File: src/rtl/multicycle_ctrl.sv
// Multicycle control FSM for the RV64 core: fetch, decode, execute, memory
// and writeback sequencing for a subset of RV64I, with handshake timeout.
module multicycle_ctrl #(
  parameter int TIMEOUT = 16
) (
  input  logic        clk,
  input  logic        reset_n,
  input  logic [31:0] instr,
  input  logic        mem_ready,
  input  logic        zero,
  output logic        ir_write,
  output logic        pc_write,
  output logic [1:0]  pc_src,
  output logic [2:0]  imm_sel,
  output logic        alu_src_b,
  output logic [1:0]  alu_op,
  output logic        mem_req,
  output logic        mem_we,
  output logic        reg_write,
  output logic [1:0]  wb_sel,
  output logic [2:0]  state,
  output logic        halt,
  output logic        err
);

  typedef enum logic [2:0] {
    S_START  = 3'd0,
    S_FETCH  = 3'd1,
    S_DECODE = 3'd2,
    S_EXEC   = 3'd3,
    S_MEM    = 3'd4,
    S_WB     = 3'd5,
    S_HALT   = 3'd6,
    S_TRAP   = 3'd7
  } state_t;

  localparam logic [6:0] OP_IMM    = 7'b0010011;
  localparam logic [6:0] OP_LOAD   = 7'b0000011;
  localparam logic [6:0] OP_JALR   = 7'b1100111;
  localparam logic [6:0] OP_STORE  = 7'b0100011;
  localparam logic [6:0] OP_BRANCH = 7'b1100011;
  localparam logic [6:0] OP_LUI    = 7'b0110111;
  localparam logic [6:0] OP_JAL    = 7'b1101111;
  localparam logic [6:0] OP_REG    = 7'b0110011;
  localparam logic [6:0] OP_SYSTEM = 7'b1110011;

  localparam int            CW       = $clog2(TIMEOUT);
  localparam logic [CW-1:0] CNT_LAST = CW'(TIMEOUT - 1);

  state_t          state_q;
  logic [CW-1:0]   wait_cnt;
  logic [6:0]      opcode;
  logic [2:0]      funct3;
  logic            branch_taken;

  // Only opcode, funct3 and the branch funct3 bits steer control.
  logic unused_instr_bits;
  assign unused_instr_bits = ^{instr[31:15], instr[11:7]};

  function automatic logic [2:0] imm_of(input logic [6:0] op);
    case (op)
      OP_IMM, OP_LOAD, OP_JALR: return 3'd0;
      OP_STORE:                 return 3'd1;
      OP_BRANCH:                return 3'd2;
      OP_LUI:                   return 3'd3;
      OP_JAL:                   return 3'd4;
      default:                  return 3'd7;
    endcase
  endfunction

  // NOTE: all state is updated with non-blocking assignments so every branch
  // of the case sees the pre-edge values of state_q and wait_cnt.
  always_ff @(posedge clk) begin
    if (!reset_n) begin
      state_q  <= S_START;
      wait_cnt <= '0;
      opcode   <= '0;
      funct3   <= '0;
      imm_sel  <= 3'd7;
    end else begin
      case (state_q)
        S_START: begin
          wait_cnt <= '0;
          state_q  <= S_FETCH;
        end
        S_FETCH, S_MEM: begin
          // A handshake in the final allowed cycle still completes.
          if (mem_ready) begin
            wait_cnt <= '0;
            if (state_q == S_FETCH)      state_q <= S_DECODE;
            else if (opcode == OP_STORE) state_q <= S_FETCH;
            else                         state_q <= S_WB;
          end else if (wait_cnt == CNT_LAST) begin
            state_q <= S_TRAP;
          end else begin
            wait_cnt <= wait_cnt + CW'(1);
          end
        end
        S_DECODE: begin
          wait_cnt <= '0;
          opcode   <= instr[6:0];
          funct3   <= instr[14:12];
          imm_sel  <= imm_of(instr[6:0]);
          case (instr[6:0])
            OP_SYSTEM: state_q <= S_HALT;
            OP_BRANCH: state_q <= (instr[14:13] == 2'b00) ? S_EXEC : S_TRAP;
            OP_REG, OP_IMM, OP_LOAD, OP_STORE,
            OP_LUI, OP_JAL, OP_JALR: state_q <= S_EXEC;
            default:   state_q <= S_TRAP;
          endcase
        end
        S_EXEC: begin
          wait_cnt <= '0;
          case (opcode)
            OP_REG, OP_IMM, OP_LUI:   state_q <= S_WB;
            OP_LOAD, OP_STORE:        state_q <= S_MEM;
            OP_BRANCH, OP_JAL, OP_JALR: state_q <= S_FETCH;
            default:                  state_q <= S_TRAP;
          endcase
        end
        S_WB: begin
          wait_cnt <= '0;
          state_q  <= S_FETCH;
        end
        default: begin
          wait_cnt <= '0;
          state_q  <= state_q;
        end
      endcase
    end
  end

  assign branch_taken = ((funct3 == 3'b000) &&  zero) ||
                        ((funct3 == 3'b001) && !zero);

  // NOTE: every output gets a default before the case so no path leaves one
  // unassigned, which would otherwise infer a latch.
  always_comb begin
    ir_write  = 1'b0;
    pc_write  = 1'b0;
    pc_src    = 2'd0;
    alu_src_b = 1'b0;
    alu_op    = 2'd0;
    mem_req   = 1'b0;
    mem_we    = 1'b0;
    reg_write = 1'b0;
    wb_sel    = 2'd0;
    halt      = 1'b0;
    err       = 1'b0;
    case (state_q)
      S_FETCH: begin
        mem_req  = 1'b1;
        ir_write = mem_ready;
        pc_write = mem_ready;
      end
      S_EXEC: begin
        case (opcode)
          OP_REG: alu_op = 2'd2;
          OP_IMM: begin
            alu_op    = 2'd2;
            alu_src_b = 1'b1;
          end
          OP_LUI: begin
            alu_op    = 2'd3;
            alu_src_b = 1'b1;
          end
          OP_LOAD, OP_STORE: alu_src_b = 1'b1;
          OP_BRANCH: begin
            alu_op = 2'd1;
            if (branch_taken) begin
              pc_write = 1'b1;
              pc_src   = 2'd1;
            end
          end
          OP_JAL: begin
            pc_write  = 1'b1;
            pc_src    = 2'd1;
            reg_write = 1'b1;
            wb_sel    = 2'd2;
          end
          OP_JALR: begin
            alu_src_b = 1'b1;
            pc_write  = 1'b1;
            pc_src    = 2'd2;
            reg_write = 1'b1;
            wb_sel    = 2'd2;
          end
          default: ;
        endcase
      end
      S_MEM: begin
        mem_req = 1'b1;
        mem_we  = (opcode == OP_STORE);
      end
      S_WB: begin
        reg_write = 1'b1;
        wb_sel    = (opcode == OP_LOAD) ? 2'd1 : 2'd0;
      end
      S_HALT: halt = 1'b1;
      S_TRAP: err  = 1'b1;
      default: ;
    endcase
  end

  assign state = state_q;

endmodule

File: config.mk
export PLATFORM = sky130hd
export DESIGN_NAME = multicycle_ctrl
export DESIGN_NICKNAME = d
export VERILOG_FILES = /design/src/rtl/multicycle_ctrl.sv
export SDC_FILE = /design/constraint.sdc
export NUM_CORES = 1
export LEC_CHECK = 0
export CORE_AREA = 5 5 74 76
export CTS_CLUSTER_SIZE = 14
export DETAILED_ROUTE_END_ITERATION = 7
export DIE_AREA = 0 0 79 81
export GPL_TIMING_DRIVEN = 0
export PLACE_DENSITY = 0.6
export SETUP_SLACK_MARGIN = 0.5
export SLEW_MARGIN = 25
export SYNTH_ARGS = -nofsm -noshare
export SYNTH_HDL_FRONTEND = slang
export SYNTH_SLANG_ARGS = --single-unit
File: constraint.sdc
create_clock -name clk -period 2.6 [get_ports clk]
set_clock_uncertainty 0.15 [all_clocks]
set_input_delay 0.39 -clock clk [delete_from_list [all_inputs] [get_ports clk]]
set_output_delay 0.39 -clock clk [all_outputs]
set_load 0.005 [all_outputs]
==> summary.txt <==
Synthesis
  • Gate Count Post-Synth: approximately 170
  • Ys async rst share: 0
  • Syn Nets: 210
  • Flop and latch count out of synthesis: 20
  • Post-Synth XOR/XNOR Area: 0.01939
  • Distinct cells, synth: 52
  • Mean post-synth cell area: 7.833 µm²
  • Post-synthesis mux area share: 0.007387
  • Largest family of logic cells by synthesized area: simple AND/OR/NAND/NOR gates
  • Synth Flop Type: dfxtp_1
  • Syn. warnings: 0
  • Synth Area in Simple Gates: 0.3804
  • Post-synth EDFFs: 0
  • Sequential share of the synthesized area: 0.2955
  • Mapped cell area: around 1400 µm²
  • Compound-Gate Fraction of Synth Area: 0.2336
  • Adder-cell area share of the yosys netlist: 0.009234

GRT
  • First-pass GRT wire length: ~5900 µm
  • Antenna violations before repair: 0
  • Pin count of the biggest net entering global routing: 11
  • Number of global-route vias before repair: ~1300
  • Total gr overflow: 0
  • Total track usage: 0.1157

Clocking
  • H-tree depth: 1
  • CTS Sinks: 20
  • Clock buffer depth: 2
  • CTS Buf Count: 3
  • CTS Hold Bufs: 0
  • CTS tree: built
  • Clk slew on worst S/H paths: roughly 0.070 ns
  • Clk root buf: clkbuf_8
  • Clk Latency, worst-skew pair: 0.25 ns

Power
  • Leakage: approximately 0.0008 µW
  • Clock power share: 0.193
  • Flop pwr share: 0.363
  • Comb power frac: 0.444
  • Internal: 695.0 µW
  • Pwr Density: ~540 nW/µm²
  • NetSw: 346.5 µW
  • Switching power share of the total: 0.3327
  • Max VDD drop: between 200 and 250 µV

Timing
  • Final setup fails: 0
  • Achievable Freq: ~0.48 GHz
  • Post-layout minimum cycle time: 2.102 ns
  • Fin. Hold Viols: 0
  • RSZ-0062 raised after global routing: yes
  • Slew Viols, Final: 0
  • Setup_tns: 0 ns
  • Worst Tran Pin Value: 0.3795 ns
  • Tcrit/Tclk final: 0.8085
  • Rel. slew slack: 0.7404
  • Post-route setup slack: between 0.4 and 0.5 ns

Route
  • DRC Markers: 0
  • Initial DRC count: 82
  • Routed wire length: around 3700 µm
  • 1st-pass router iterations: 4
  • Vias per std cell: a little over 5
  • WL/cell: approximately 14 µm
  • Antenna Nets Post-Route: 0
  • Vias: roughly 1400

Layout
  • Most common cell after layout, fill and taps aside: nand2_1
  • Layout cell share with drive strength beyond 1: 0.2581
  • Number of diodes: 0
  • Area Overhead vs Synth: 42.29%
  • Leading cell types in the layout, fill and taps excluded: 31 x nand2_1, 18 x clkdlybuf4s50_1, 14 x dfxtp_1, 12 x nor2_1, 11 x buf_4
  • Post-route insts no fill: between 200 and 300
  • Final #Nets: between 200 and 300

Floorplanning
  • Die Y: just over 80 µm
  • Die Area: 6399 µm²
  • Initial Utilization: 0.2907
  • # rows: 25
  • # IOs: 56
  • Core area: approximately 4700 µm²
  • Die Wd: between 70 and 80 µm

Critical path
  • Top delay family on crit path: buffers and inverters
  • Critical path fanouts, max: 9
  • Crit path kind: register to output pin
  • CP required: around 2 ns
  • Startpoint Class: register
  • CP peak stage delay: a little under 0.5 ns
  • Worst path slowest cell: clkdlybuf4s50_1
  • Crit-path cells: buf_6 > nor3b_4 > nand2_2 > inv_1 > clkdlybuf4s50_1
  • CP arrival: roughly 1.6 ns
  • WP buf/inv: 3
  • Crit end category: output pin

Place
  • Dpl hpwl: between 2000 and 3000 µm
  • Port Buffer Count: 32
  • Final GP Congestion: slightly above 0.8
  • Cells after DPL: 259
  • Dpl ws: between 0.2 and 0.3 ns

Min path
  • Min-delay worst type: register to register

Job
  • Max-cap violation count: 0

Outcome
  • Outcome: completed
==> flip-flops by register name, indices dropped and copies added, names as in the netlist <==
signal,cells
opcode,7
wait_cnt,4
funct3,3
imm_sel,3
state,3
==> per-layer routing <==
layer	global-route usage	wire, µm
met4	0.03608	53
met2	0.2071	1850
met1	0.1404	1713
met5	0	0
met3	0.02106	128
==> power groups by stage <==
stage / Clock, µW / Sequential [µW] / Combinational, µW
finish: 201 / 378 / 462
global route: 218 / 384 / 504
CTS: 212 / 375 / 426
detailed placement: 0 / 377 / 378
global placement: 0 / 376 / 379
floorplan: 0 / 372 / 238
==> cells by family (layout without fill, tap and decap cells) <==
family | count (synthesis) | after routing
multiplexers | 1 | 1
buffers and inverters | 15 | 59
AND/OR/NAND/NOR | 91 | 91
flip-flops | 20 | 20
adder cells (fa/ha/maj) | 1 | 1
AO/OA/AOI/OAI | 42 | 42
XOR/XNOR | 3 | 3
==> metrics by stage <==
step	total power [µW]	hold WS, ns	instance area (µm²)	utilization
6_report	1042	0.3114	1928	0.4137
5_1_grt	1107	0.3446	1928	0.4137
4_1_cts	1013	0.3168	1864	0.4000
3_5_place_dp	754.5	0.3054	1743	0.3740
3_3_place_gp	754.6	0.3003	1743	0.3740
2_1_floorplan	610.4	0.2847	1355	-
==> worst min-delay path, stage by stage (launching register included) <==
cell and delay (ns):
dfxtp_1 0.31, nand2_1 0.05, a21boi_1 0.05
==> path summary, 6_finish.rpt <==
path,startpoint,slack [ns],cells after the start,end
hold reg to reg,funct3[1],0.31,2,funct3[1]
hold / removal,funct3[1],0.31,2,funct3[1]
setup reg to reg,state[2],0.91,6,state[0]
setup / recovery,state[1],0.50,5,ir_write
==> layout make-up <==
class	instances	area, µm²
timing repair buffer	41	357.8
fill	476	2733
clock buffer	3	41.29
sequential	20	410.4
inverter	4	15.01
multi-input combinational	138	953.4
buffer	11	82.58
tap	54	67.56
==> cells in the mapped netlist (3+ instances only) <==
| master | n | area (µm²) |
|---|---|---|
| a21oi_1 | 3 | 15.01 |
| nor2_1 | 14 | 52.55 |
| a21boi_1 | 10 | 75.07 |
| nand2_1 | 33 | 123.9 |
| buf_2 | 8 | 40.04 |
| nand3_1 | 5 | 25.02 |
| nand3b_1 | 6 | 45.04 |
| o21ai_1 | 3 | 15.01 |
| inv_1 | 3 | 11.26 |
| o21ai_0 | 4 | 20.02 |
| nor3_1 | 6 | 30.03 |
| a31oi_1 | 4 | 25.02 |
| dfxtp_1 | 20 | 400.4 |
| nor2b_1 | 8 | 50.05 |
==> timing repair <==
item / 4_1_cts / 5_1_grt
setup endpoints to repair: 14 / 13
pin swaps: 4 / 4
gates resized for setup: 44 / 23
buffers inserted: 5 / 4
(Power assumes the default switching activity.)
